**src/rtl/wb_slave_regbank.sv**
```systemverilog
// Wishbone classic register bank: ID word, free-running counter, byte-writable
// scratch words, programmable wait states and error response for bad addresses.
module wb_slave_regbank #(
    parameter int          dw          = 32,
    parameter int          aw          = 32,
    parameter int          NUM_REGS    = 16,
    parameter int          WAIT_STATES = 0,
    parameter logic [31:0] ID_VALUE    = 32'h5742_0001
) (
    input  logic          wb_clk,
    input  logic          wb_rst,
    input  logic          wb_cyc_i,
    input  logic          wb_stb_i,
    input  logic          wb_we_i,
    input  logic [aw-1:0] wb_adr_i,
    input  logic [3:0]    wb_sel_i,
    input  logic [dw-1:0] wb_dat_i,
    output logic [dw-1:0] wb_dat_o,
    output logic          wb_ack_o,
    output logic          wb_err_o
);

    localparam int IW = $clog2(NUM_REGS);

    typedef enum logic [1:0] {
        S_IDLE,
        S_WAIT,
        S_RESP,
        S_DONE
    } state_t;

    state_t        state_q, state_d;
    logic [3:0]    wcnt_q, wcnt_d;
    logic [IW-1:0] idx_q, idx_d;
    logic          err_q, err_d;
    logic          we_q, we_d;
    logic [3:0]    sel_q, sel_d;
    logic [dw-1:0] wdat_q, wdat_d;
    logic [31:0]   cnt_q, cnt_d;
    logic [dw-1:0] scratch_q [2:NUM_REGS-1];
    logic [dw-1:0] scratch_d [2:NUM_REGS-1];

    logic          req;
    logic          bad_adr;
    logic          commit;
    logic [dw-1:0] rdata;

    assign req     = wb_cyc_i & wb_stb_i;
    assign bad_adr = (wb_adr_i[aw-1:2] >= (aw-2)'(NUM_REGS))
                   | (wb_adr_i[1:0] != 2'b00);
    assign commit  = (state_q == S_RESP) & we_q & ~err_q;

    always_comb begin
        state_d = state_q;
        wcnt_d  = wcnt_q;
        idx_d   = idx_q;
        err_d   = err_q;
        we_d    = we_q;
        sel_d   = sel_q;
        wdat_d  = wdat_q;
        unique case (state_q)
            S_IDLE: begin
                if (req) begin
                    idx_d   = wb_adr_i[2 +: IW];
                    err_d   = bad_adr;
                    we_d    = wb_we_i;
                    sel_d   = wb_sel_i;
                    wdat_d  = wb_dat_i;
                    wcnt_d  = 4'(WAIT_STATES - 1);
                    state_d = (WAIT_STATES == 0) ? S_RESP : S_WAIT;
                end
            end
            S_WAIT: begin
                // Master abandoning the cycle drops the request silently
                if (!wb_cyc_i) begin
                    state_d = S_IDLE;
                end else if (wcnt_q == 4'd0) begin
                    state_d = S_RESP;
                end else begin
                    wcnt_d = wcnt_q - 4'd1;
                end
            end
            S_RESP: state_d = S_DONE;
            S_DONE: begin
                if (!req) begin
                    state_d = S_IDLE;
                end
            end
            default: state_d = S_IDLE;
        endcase
    end

    always_comb begin
        cnt_d     = cnt_q + 32'd1;
        scratch_d = scratch_q;
        if (commit) begin
            if (int'(idx_q) == 1) begin
                if (|sel_q) begin
                    cnt_d = 32'd0;
                end
            end else if (int'(idx_q) >= 2) begin
                for (int b = 0; b < 4; b++) begin
                    if (sel_q[b]) begin
                        scratch_d[idx_q][8*b +: 8] = wdat_q[8*b +: 8];
                    end
                end
            end
        end
    end

    always_comb begin
        rdata = '0;
        if (int'(idx_q) == 0) begin
            rdata = ID_VALUE;
        end else if (int'(idx_q) == 1) begin
            rdata = cnt_q;
        end else if (int'(idx_q) < NUM_REGS) begin
            rdata = scratch_q[idx_q];
        end
    end

    assign wb_ack_o = (state_q == S_RESP) & ~err_q;
    assign wb_err_o = (state_q == S_RESP) & err_q;
    assign wb_dat_o = ((state_q == S_RESP) & ~err_q & ~we_q) ? rdata : '0;

    always_ff @(posedge wb_clk or negedge wb_rst) begin
        if (!wb_rst) begin
            state_q <= S_IDLE;
            wcnt_q  <= '0;
            idx_q   <= '0;
            err_q   <= 1'b0;
            we_q    <= 1'b0;
            sel_q   <= '0;
            wdat_q  <= '0;
            cnt_q   <= '0;
            for (int i = 2; i < NUM_REGS; i++) begin
                scratch_q[i] <= '0;
            end
        end else begin
            state_q   <= state_d;
            wcnt_q    <= wcnt_d;
            idx_q     <= idx_d;
            err_q     <= err_d;
            we_q      <= we_d;
            sel_q     <= sel_d;
            wdat_q    <= wdat_d;
            cnt_q     <= cnt_d;
            scratch_q <= scratch_d;
        end
    end

endmodule

```
**config.mk**
```make
export PLATFORM = sky130hd
export DESIGN_NAME = wb_slave_regbank
export DESIGN_NICKNAME = d
export VERILOG_FILES = /design/src/rtl/wb_slave_regbank.sv
export SDC_FILE = /design/constraint.sdc
export NUM_CORES = 1
export LEC_CHECK = 0
export CAP_MARGIN = 25
export CORE_ASPECT_RATIO = 2
export CORE_MARGIN = 5
export CORE_UTILIZATION = 42
export DETAILED_ROUTE_END_ITERATION = 12
export DONT_BUFFER_PORTS = 1
export PLACE_DENSITY = 0.67
export RECOVER_POWER = 50
export SETUP_SLACK_MARGIN = 0.1
export SKIP_CTS_REPAIR_TIMING = 1
export SYNTH_ARGS = -nofsm -noshare
export SYNTH_HDL_FRONTEND = slang
export SYNTH_SLANG_ARGS = --single-unit
```
**constraint.sdc**
```tcl
create_clock -name wb_clk -period 2.19 [get_ports wb_clk]
set_input_delay 0.438 -clock wb_clk [delete_from_list [all_inputs] [get_ports wb_clk]]
set_output_delay 0.438 -clock wb_clk [all_outputs]
set_load 0.01 [all_outputs]
```
Word level (Yosys, flattened, before mapping)
Cells that the tools add are included.
Storage, ports and cells
  bits in registers: 528
  latch bits: 0
  memory bits (writable): 0
  memory bits (read-only): 0
  output and inout bits: 34
  logic and storage cells: 102
  memories: 0
Cells by class
  add/sub/neg operators: 2
  multipliers: 0
  div/mod/pow operators: 0
  magnitude comparators: 4
  eq/ne operators: 9
  shifts and indexed selects: 0
  multiplexer cells: 43
  bitwise operators: 11
  reductions and logical operators: 11
Operator list (number)
  $mux 448: 13
  $bwmux 448: 4
  $demux 32 s4: 4
  $mux 32: 9
  $bmux 32 s4: 1
  $add 32x1->32 const B: 1
  $ge 30x5->1 const B: 1
  $mux 24: 1
  $mux 16: 1
  $mux 4: 3
  $logic_not 4->1: 2
  $mux 2: 4
  $mux 8: 1
  $ne 2x2->1 const B: 4
  $pmux 2 s4: 1
  $pmux 4 s2: 1
  $and 1x1->1: 6
  $reduce_and 3->1: 2
  $ge 5x5->1 const B: 1
  $lt 5x1->1 const B: 1
  $not 4->5: 1
  $eq 2x2->1 const B: 2
  $eq 4x2->1 const B: 1
  $ge 4x2->1 const B: 1
  other kinds (11): 14

Logic depth before layout (Yosys ltp)
Gate-level depths: netlist of run 1.
  word-level depth: 22
  mapped depth: 9
  gate-level depth less buffers: 6

Worst setup path after synthesis of run 1
Ideal clock, no wire load.
  kind: flip-flop to output port
  start: reg idx_q[0]
  end: out wb_dat_o[11]
  data arrival time: 1836 ps
  data required time: 1752 ps
  setup slack: -84 ps
  stages on the path, launching flop included: 8
  buffers on the path: 3
  path through: dfrtp_1 buf_2 buf_2 buf_2 mux4_2 mux2_2 nand2_1 a21oi_1
Between the ends
  cells in the longest elaborated chain, start to end: 7
RTL lines
  from (decl): RTL line 34  | logic [IW-1:0] idx_q, idx_d;
  from (signal assigned): RTL line 142  | idx_q <= idx_d;
  $not 4->5 (implied by the code): RTL line 118  | rdata = scratch_q[idx_q];
  $bmux 32 s4: RTL line 118
  $mux 32 (implied by the code) (2 in a row): RTL line 118
  $mux 32: RTL line 115  | end else if (int'(idx_q) == 1) begin
  $mux 32 *: RTL line 113  | if (int'(idx_q) == 0) begin
  $mux 32 *: RTL line 124  | assign wb_dat_o = ((state_q == S_RESP) & ~err_q & ~we_q) ? rdata : '0;
  to (decl): RTL line 18  | output logic [dw-1:0] wb_dat_o,
Mark *: on every way between the ends. The rest lies on a longest branch, timed or not. The select of a mux whose other input is x is not followed.

Worst setup path after layout of run 1
  start: reg idx_q[0]
  end: out wb_dat_o[6]
Same word-level chain as after synthesis.

==> results.txt, run 1 <==
The flow ran to the end, but the final reports show violations. The checks that failed: hold timing, slew limit, setup timing. The die boundary width was 182 um. The number of different library cells used by synthesis comes to 50.

The overall routing resource usage was 0.202. The number of placement rows is 126. Class of the tightest hold or removal check: in2async. Between clock sinks in the finished design, the worst skew comes to 0.0220 ns.

At the later pin of the worst-skew pair, clock insertion delay measures 0.58 ns. The met3 global-route usage was 0.0315. The worst setup path is launched from a register. Ranked by instance count, the synthesized netlist is headed by sky130_fd_sc_hd__dfrtp_1 (528), sky130_fd_sc_hd__mux2_2 (512), sky130_fd_sc_hd__mux2i_1 (81), sky130_fd_sc_hd__clkbuf_1 (76), sky130_fd_sc_hd__nand2_1 (75). The final period demand of the worst path was 2.91 ns. The buffer cell driving the clock tree root was sky130_fd_sc_hd__clkbuf_16. The sequential cells in the finished layout cover a total of 13200 um^2. The total number of vias was 15700. Required time at the worst-slack endpoint: 1.75 ns. The count of final hold-check violations was 291; the fraction of registers with async set or reset after synthesis was 1.00. Adding up every negative setup slack in the final design gives -21.66 ns. The run gives 2 as the H-tree depth. Pin placement for this block handled 107 I/O pins.

For the count of nets left with antenna violations after detail routing, the log shows 0. Cell area after layout: 30000 um^2. Clock tree synthesis found a total of 528 sinks. The number of nets in the synthesized netlist is 1892. The tools report the via count of the first global-routing pass as 17100. The tools report the area taken by multi-input logic gates as 11600 um^2. The worst-case IR drop observed on VDD is 0.852 mV.

Wires add up to 66600 um. In the routed layout, each cell is associated on average with a via count of 5.73. At the worst endpoint, the arrival time is 2.48 ns. Counting flops with a built-in enable in the synthesized netlist gives 0. The met2 usage in global routing is 0.359, and the global route total overflow is 0. In the synthesized netlist the dominant register cell turns out to be sky130_fd_sc_hd__dfrtp_1. Cell type with the largest total area after synthesis: sky130_fd_sc_hd__dfrtp_1. The core area is 58800 um^2, and the final setup violation count is 32. The global routing stage identified its most utilized layer as met2.

Initial standard-cell utilization of the core: 0.421. The leakage power summed over all cells came out at 13.7 nW. The worst-case headroom to the max-slew limit was -0.549. The post-synthesis sequential element count works out to 528. The met1 layer usage reported by global route was 0.236.

Summing all placed instances gives a cell area of 27100 um^2. The first global-routing pass estimated 102000 um of wire. Yosys attributes the largest share of cell area to sky130_fd_sc_hd__dfrtp_1 (53%), sky130_fd_sc_hd__mux2_2 (23%), sky130_fd_sc_hd__mux4_2 (5.8%). The die covers 64200 um^2. For the worst setup slack after layout, the log shows -0.724 ns. Timing analysis after detailed placement gives a worst setup slack of -0.163 ns. The tool flagged a number of max-cap violations equal to 0. At the pin with the least slew margin, the transition time is 2.32 ns. The run gives -0.421 ns as the worst hold-check slack.

TritonCTS built the clock tree. Number of inserted filler cells in the final layout: 4938. The number of iterations in the first detailed-routing pass is 5. Setup repair after global routing could not meet its margin everywhere. For the area of the mapped netlist, the log shows 24800 um^2.

The share of the yosys chip area belonging to registers is 0.534, and the proportion of layout cells with a drive suffix above 1 is 0.490. Total power for the finished layout comes to 0.0298 W. Power spread over the standard cell area amounts to 993 nW/um^2. The number of clock buffers added by TritonCTS is 47. Counting along the longest clock path gives a buffer depth of 3.

Of all nets on the critical path, the largest fanout is 8. Averaged over all synthesized cells, the footprint is 13.6 um^2. For this run, the number of Yosys warnings is 0. The congestion estimate from routability-driven global placement came to 0.816.

Timing would allow up to 343 MHz. For the count of pins over their slew limit, the log shows 317. The final period utilization was 1.33; the pin count of the biggest net entering global routing was 529. The clock-pin transition on the worst setup and hold timing paths is 0.06 ns, and the number of port buffers is 0. Synthesis handed over a netlist of 1817 instances. The chip height works out to 353 um. The leading cell type by number of instances after synthesis was sky130_fd_sc_hd__dfrtp_1. The final-stage net count is 2012. The sort of element at the end of the critical path is an output pin. The half-perimeter wire length after detailed placement is 44700 um. DRC violation count after routing: 0. In the final routed layout, each cell accounts on average for 24.2 um. The critical path in this run is classified as reg2out. The number of antenna violations at the first check in global routing is 5, and the synthesis-to-layout area growth is 21.1%.

The first routing iteration left 764 violations. The top cell type's share of synthesized area is 0.534.
worst paths after layout:
check,start,end,slack (ns),depth (start not counted)
max in group asynchronous,wb_rst,idx_q[0],0.48,0
min,wb_rst,scratch_q[313],-0.42,0
max,idx_q[0],wb_dat_o[6],-0.72,6
min reg2reg,scratch_q[24],scratch_q[24],0.50,1
min in group wb_clk,wb_cyc_i,state_q[1],0.01,2
max reg2reg,idx_q[0],scratch_q[265],0.08,7
layer usage:
layer | share of wire | wire length (um)
met5 | 0.00017 | 11
met4 | 0.048 | 3230
met3 | 0.038 | 2500
met2 | 0.53 | 35500
met1 | 0.38 | 25400
power by group:
part / leakage, nW / internal, W / switching [W]
combinational: 5.66 / 0.00379 / 0.00449
clock: 0.838 / 0.00544 / 0.00374
sequential: 7.24 / 0.0105 / 0.00178
critical path, cell delays in order (launching register included):
cell and delay [ns]:
sky130_fd_sc_hd__dfrtp_4 0.54, sky130_fd_sc_hd__buf_12 0.19, sky130_fd_sc_hd__buf_12 0.15, sky130_fd_sc_hd__mux4_2 0.50, sky130_fd_sc_hd__mux2_2 0.31, sky130_fd_sc_hd__nand2_2 0.10
sky130_fd_sc_hd__a21oi_4 0.09
metrics by stage:
stage               cells  utilization
detailed placement   2617        0.461
finish               2746        0.510
floorplan            1817            -
global placement     2617        0.461
CTS                  2703        0.491
global route         2744        0.510
cell type report:
| type | count | area share |
|---|---|---|
| flip-flops and latches | 528 | 0.441 |
| multi-input cells | 1126 | 0.386 |
| repair buffers | 204 | 0.0796 |
| clock buffers | 65 | 0.0456 |
| well taps | 768 | 0.0320 |
| clock inverters | 21 | 0.0117 |
| inverters | 30 | 0.00375 |
| diodes | 4 | 0.000334 |
sequential cells by signal, summed over array words and instances, names as in the netlist:
name / cells
err_q: 1
sel_q: 4
idx_q: 4
cnt_q: 32
state_q: 2
scratch_q: 448
we_q: 1
wcnt_q: 4
wdat_q: 32
cells by family (layout without fill, tap and decap cells):
group | after synthesis | count (layout) | synth area share
compound gates | 180 | 180 | 0.0483
xor+xnor | 15 | 15 | 0.00531
fa+ha+maj | 2 | 2 | 0.00101
buf+inv | 163 | 320 | 0.0279
flops | 528 | 528 | 0.534
mux | 657 | 657 | 0.324
other cells | 0 | 4 | 0
simple gates | 272 | 272 | 0.0599
cell usage in the layout, fill, tap and decap left out, types with 26 or more instances in the layout:
cell / instances
sky130_fd_sc_hd__mux2_2: 489
sky130_fd_sc_hd__dfrtp_1: 522
sky130_fd_sc_hd__nand2_1: 62
sky130_fd_sc_hd__inv_1: 30
sky130_fd_sc_hd__o22ai_1: 26
sky130_fd_sc_hd__nor2_1: 36
sky130_fd_sc_hd__clkbuf_16: 53
sky130_fd_sc_hd__nand3_1: 31
sky130_fd_sc_hd__mux4_2: 64
sky130_fd_sc_hd__buf_4: 107
sky130_fd_sc_hd__mux2i_1: 78
sky130_fd_sc_hd__buf_12: 48
sky130_fd_sc_hd__a21oi_1: 40
Power figures use the tool's default switching activity.
==> inputs of run 2 (changes only) <==
--- a/config.mk
+++ b/config.mk
@@ -12,9 +12,10 @@
 export DETAILED_ROUTE_END_ITERATION = 12
 export DONT_BUFFER_PORTS = 1
 export PLACE_DENSITY = 0.67
-export RECOVER_POWER = 50
 export SETUP_SLACK_MARGIN = 0.1
 export SKIP_CTS_REPAIR_TIMING = 1
+export SKIP_LAST_GASP = 1
+export SLEW_MARGIN = 20
 export SYNTH_ARGS = -nofsm -noshare
 export SYNTH_HDL_FRONTEND = slang
 export SYNTH_SLANG_ARGS = --single-unit
==> results.txt, run 2 (synthesis gave the netlist of run 1 again) <==
Cell area after layout: 29900 um^2 (-0.39%). The worst setup path is of the reg2out kind. The logs give 0.236 (unchanged) for the met1 layer usage reported by global route and 1.75 ns (about the same) for the required time at the worst-slack endpoint. The worst setup slack after layout was -0.771 ns (-0.0462 ns). The clock-pin transition on the worst setup and hold timing paths came out at 0.07 ns (about the same).

The overall routing resource usage is 0.202 (unchanged). The placer's final routability congestion estimate is 0.816 (unchanged), and the total clock buffers created by CTS is 47 (unchanged). The tools report the core area as 58800 um^2 (unchanged). The number of sinks driven by the clock tree came out at 528 (unchanged). The worst hold path belongs to the class in2async. TritonCTS built the clock tree.

The max capacitance violation total is 0 (unchanged). The final worst clock skew was 0.0151 ns (-0.00698 ns). The I/O pin count is 107 (unchanged), and the via count of the first global-routing pass is 17100 (unchanged). The half-perimeter wire length after detailed placement is 44700 um (unchanged). The violation count after the first detailed-routing iteration was 826 (+8.1%).

The sort of element at the end of the critical path was an output pin. The flow ran to the end, but the final reports show violations. The highest net fanout along the worst path is 24 (+16), and the number of flip-flops in the largest register is 448 (unchanged). The count of nets left with antenna violations after detail routing is 0 (unchanged), and the number of iterations in the first detailed-routing pass is 5 (unchanged). The final setup violation count was 32 (unchanged); the die area was 64200 um^2 (unchanged). The tools report the post-route setup TNS as -21.98 ns (-0.321 ns).

Setup repair after global routing could not meet its margin everywhere. For the total number of vias, the log shows 15700 (+0.11%). The reg-to-reg setup timing slack is 0.08 ns (about the same).

The met2 usage in global routing was 0.359 (unchanged); the global route total overflow was 0 (unchanged). The DRC violation count after routing was 0 (unchanged). The instance count after placement with tap cells included is 2617 (unchanged). The logs give 529 (unchanged) for the pin count of the biggest net entering global routing and 126 (unchanged) for the number of placement rows.

The number of antenna violations at the first check in global routing is 5 (unchanged). The total wirelength of the detailed-routed design was 66300 um (-0.33%). Peak supply drop: 0.851 mV (-0.12%).

The largest registers in the layout are scratch_q (448), cnt_q (32), wdat_q (32). The total placed instance area is 27100 um^2 (unchanged), and the worst-case headroom to the max-slew limit is -0.960 (-0.411). The chip height is 353 um (unchanged).

The die boundary width works out to 182 um (unchanged). The logs give 2.52 ns (+0.04 ns) for the critical path arrival and -0.424 ns (-0.00285 ns) for the worst hold-check slack. The tools report the count of pins over their slew limit as 408 (+29%). The run gives 3 (unchanged) as the worst-case clock buffer depth. Layer carrying the most global-route usage: met2. The transition time at the pin with the least slew margin is 2.94 ns (+0.616 ns), and the final-stage net count is 2012 (unchanged).

The final period demand of the worst path works out to 2.96 ns (+0.0462 ns). The utilization after layout is 0.508 (-0.00198), and the final period utilization is 1.35 (+0.0211). H-tree depth: 2 (unchanged).

The leakage power summed over all cells was 13.7 nW (-0.22%). The insertion delay to the later sink of the worst-skew pair came out at 0.58 ns (about the same). Leading cell type in the layout, fill and taps excluded: sky130_fd_sc_hd__dfrtp_1. STA classifies the critical path startpoint as a register. The average vias per placed instance was 5.73 (about the same). The proportion of layout cells with a drive suffix above 1 was 0.487 (-0.00304).

The areal power density over the cells was 994 nW/um^2 (+0.11%); the number of standard cells in the final layout excluding fillers was 2747 (+0.036%). The final routed wire length divided by cell count works out to 24.2 um (-0.37%). For the count of final hold-check violations, the log shows 167 (-43%). The number of port buffers is 0 (unchanged), and the first-pass GRT wire length is 102000 um (unchanged). The run gives 338 MHz (-1.6%) as the peak clock frequency supported by timing. CTS placed an instance of sky130_fd_sc_hd__clkbuf_16 at the clock tree root. The synthesis-to-layout area growth was 20.7%. Counting flops per register, the top entry is scratch_q. For the initial standard-cell utilization of the core, the log shows 0.421 (unchanged).

The met3 global-route usage was 0.0315 (unchanged). The final reports fail on hold timing, slew limit, setup timing. Leaving out fill and tap cells, the most frequent cells in the layout are sky130_fd_sc_hd__dfrtp_1 (522), sky130_fd_sc_hd__mux2_2 (499), sky130_fd_sc_hd__buf_4 (111), sky130_fd_sc_hd__mux2i_1 (78), sky130_fd_sc_hd__mux4_2 (64).
[run 2: area by class of cell]
class / instances / area [um^2]
multi-input combinational: 1126 / 11500
fill: 4945 / 28900
clock buffer: 65 / 1370
clock inverter: 21 / 350
inverter: 30 / 113
antenna: 5 / 12.5
sequential: 528 / 13200
tap: 768 / 961
timing repair buffer: 204 / 2360
[run 2: path summary, 6_finish.rpt]
path                           startpoint              to  cells past startpoint
setup reg to reg                 idx_q[0]  scratch_q[266]                      7
setup / recovery                 idx_q[1]    wb_dat_o[21]                      5
hold / removal                     wb_rst  scratch_q[313]                      0
hold reg to reg            scratch_q[301]  scratch_q[301]                      1
min in group wb_clk              wb_cyc_i      state_q[1]                      2
max in group asynchronous          wb_rst        idx_q[1]                      0
[run 2: where the power goes]
part | switching (W) | internal [W]
sequential | 0.00177 | 0.0105
clock | 0.00373 | 0.00544
combinational | 0.00445 | 0.00376
[run 2: routing by layer]
layer  wire length (um)  vias to the layer above
met5                 11                        -
met4               3420                        2
met3               2370                      143
met2              35100                      345
met1              25500                     8319
li1                   -                     6935
[run 2: critical path, cell delays in order (launching register included)]
cell and delay [ns]:
sky130_fd_sc_hd__dfrtp_4 0.55, sky130_fd_sc_hd__or3b_2 0.50, sky130_fd_sc_hd__buf_12 0.20, sky130_fd_sc_hd__o22ai_1 0.31, sky130_fd_sc_hd__o2bb2ai_2 0.16, sky130_fd_sc_hd__a21oi_4 0.21
[run 2: through the flow]
step,power [W],hold slack (ns),worst slack (ns)
finish,0.0297,-0.424,-0.771
global route,0.0308,-0.448,-0.799
CTS,0.0289,-0.454,-0.794
detailed placement,0.0196,0.161,-0.163
global placement,0.0194,0.161,-0.138
floorplan,0.0165,0.142,0.0671
==> inputs of run 3 (changes only) <==
==> constraint.sdc (replaced) <==
create_clock -name wb_clk -period 2.69 [get_ports wb_clk]
set_input_delay 0.538 -clock wb_clk [delete_from_list [all_inputs] [get_ports wb_clk]]
set_output_delay 0.538 -clock wb_clk [all_outputs]
set_load 0.01 [all_outputs]
==> results.txt, run 3 (synthesis gave the netlist of run 1 again) <==
The cell count of the worst reg-to-reg path was 9 (+2). The final period utilization came out at 1.16. The number of iterations in the first detailed-routing pass was 5 (unchanged); the transition time at the pin with the least slew margin was 2.71 ns (-0.226 ns). The number of sinks driven by the clock tree came out at 528 (unchanged). The leakage power summed over all cells is 13.2 nW (-4.1%). The signal on the critical path passes through or3b_2, buf_4, o22ai_1, o2bb2ai_1, a21oi_1.

Broken down by cell family, the worst path's largest delay share belongs to compound AO/OA/AOI/OAI gates. The areal power density over the cells is 810 nW/um^2 (-19%). The die boundary width is 182 um (unchanged). Overall routing resource usage: 0.202 (-0.000258).

Delay of the slowest cell on the worst path: 0.55 ns (about the same). The run gives 66100 um (-0.37%) as the total wirelength of the detailed-routed design. The final worst clock skew is 0.0390 ns (+0.0240 ns), and the synthesis-to-layout area growth is 14.2%. The worst hold-check slack was -0.351 ns (+0.0729 ns). For the required time at the worst-slack endpoint, the log shows 2.15 ns (+0.40 ns). The global route total overflow is 0 (unchanged). The number of standard cells in the final layout excluding fillers is 2683 (-2.3%), and the insertion delay to the later sink of the worst-skew pair is 0.60 ns (+0.02 ns). The start-to-end type of the worst setup path was reg2out. Among all stages on the critical path, the largest delay is contributed by sky130_fd_sc_hd__dfrtp_4. For the I/O pin count, the log shows 107 (unchanged). The clock-pin transition on the worst setup and hold timing paths was 0.07 ns (about the same). The worst setup slack after layout was -0.427 ns (+0.344 ns). The via count of the first global-routing pass was 17000 (-0.42%). The reg-to-reg setup timing slack came out at 0.13 ns (+0.05 ns). The leading cell type in the layout, fill and taps excluded was sky130_fd_sc_hd__dfrtp_1.

The logs give 32 (unchanged) for the final setup violation count and 0.444 mV (-48%) for the peak supply drop. The flow ran to the end, but the final reports show violations. The half-perimeter wire length after detailed placement was 44100 um (-1.3%); the count of nets left with antenna violations after detail routing was 0 (unchanged).

The checks that failed: hold timing, slew limit, setup timing. The tree is rooted in a sky130_fd_sc_hd__clkbuf_16. The pin count of the biggest net entering global routing was 529 (unchanged); the peak clock frequency supported by timing was 321 MHz. The placer's final routability congestion estimate was 0.879 (+7.8%). For the number of antenna violations at the first check in global routing, the log shows 8 (+3). The proportion of layout cells with a drive suffix above 1 works out to 0.454 (-0.0329). The sort of element at the end of the critical path was an output pin.

The max capacitance violation total was 0 (unchanged). The DRC violation count after routing is 0 (unchanged), and the final routed wire length divided by cell count is 24.6 um (+2.0%). The post-route setup TNS came out at -11.70 ns (+10.28 ns).

The count of pins over their slew limit is 376 (-7.8%), and the critical path arrival is 2.58 ns (+0.06 ns). The routed design could run at a clock period as short as 3.12 ns. For the total clock buffers created by CTS, the log shows 46 (-2.1%). In the final layout, the registers with the most flip-flops are scratch_q (448), cnt_q (32), wdat_q (32). In this run the critical register-to-register path is launched from idx_q[0]. The H-tree depth is 2 (unchanged). Class of the tightest hold or removal check: in2async.

The final-stage net count is 1949 (-3.1%), and the buffer and inverter count on the worst path is 1 (unchanged). TritonCTS built the clock tree. The worst-case clock buffer depth is 3 (unchanged), and the violation count after the first detailed-routing iteration is 1025 (+24%). Number of placement rows: 126 (unchanged). In this run the critical register-to-register path is captured at scratch_q[178].

The worst-case headroom to the max-slew limit was -0.809 (+0.151); the average vias per placed instance was 5.83 (+1.7%). The type of origin of the critical path was a register. The number of port buffers is 0 (unchanged), and the count of final hold-check violations is 161 (-3.6%). Tracing the worst setup path back leads to its startpoint at idx_q[1]. The logs give 2576 (-1.6%) for the instance count after placement with tap cells included and 15600 (-0.64%) for the total number of vias. The run gives 102000 um (+0.27%) as the first-pass GRT wire length. The chip height is 353 um (unchanged), and the die area is 64200 um^2 (unchanged). The library cells used most frequently in the layout, excluding fill and tap cells, are sky130_fd_sc_hd__dfrtp_1 (524), sky130_fd_sc_hd__mux2_2 (509), sky130_fd_sc_hd__buf_4 (118), sky130_fd_sc_hd__mux2i_1 (76), sky130_fd_sc_hd__nand2_1 (72).

The total placed instance area is 26200 um^2 (-3.3%), and the initial standard-cell utilization of the core is 0.421 (unchanged). Setup repair after global routing could not meet its margin everywhere. The highest net fanout along the worst path came out at 13 (-46%). The core area was 58800 um^2 (unchanged). The number of flip-flops in the largest register is 448 (unchanged), and the cell area after layout is 28300 um^2 (-5.3%). The run gives 0.481 (-0.0271) as the utilization after layout. The register bank with the most flops is scratch_q.
-- run 3: worst max path at each step --
stage | to | slack, ns | cells after the start
finish | wb_dat_o[1] | -0.43 | 5
global route | wb_dat_o[22] | -0.46 | 7
CTS | wb_dat_o[6] | -0.59 | 6
detailed placement | wb_dat_o[6] | 0.06 | 6
global placement | wb_dat_o[28] | 0.09 | 7
floorplan | wb_dat_o[11] | 0.32 | 7
-- run 3: final cells by class --
type,count,area (um^2)
clock inverters,25,303
flip-flops and latches,528,13200
fillers,5067,30500
well taps,768,961
inverters,30,113
diodes,5,12.5
multi-input cells,1126,11100
repair buffers,142,1340
clock buffers,59,1250
-- run 3: stage by stage --
stage | hold WS, ns | setup WS [ns] | total power [W]
4_1_cts | -0.383 | -0.593 | 0.0224
3_5_place_dp | 0.261 | 0.0639 | 0.0155
2_1_floorplan | 0.242 | 0.316 | 0.0132
5_1_grt | -0.360 | -0.462 | 0.0238
6_report | -0.351 | -0.427 | 0.0229
3_3_place_gp | 0.262 | 0.0948 | 0.0153
-- run 3: layer usage --
layer	wire (um)	global-route usage
met1	24600	0.236
met2	36000	0.372
met3	2980	0.0300
met4	2540	0.0747
met5	39	0
-- run 3: where the power goes --
part / switching [W] / internal [W]
Sequential: 0.00152 / 0.00858
Clock: 0.00303 / 0.00389
Combinational: 0.00321 / 0.00267
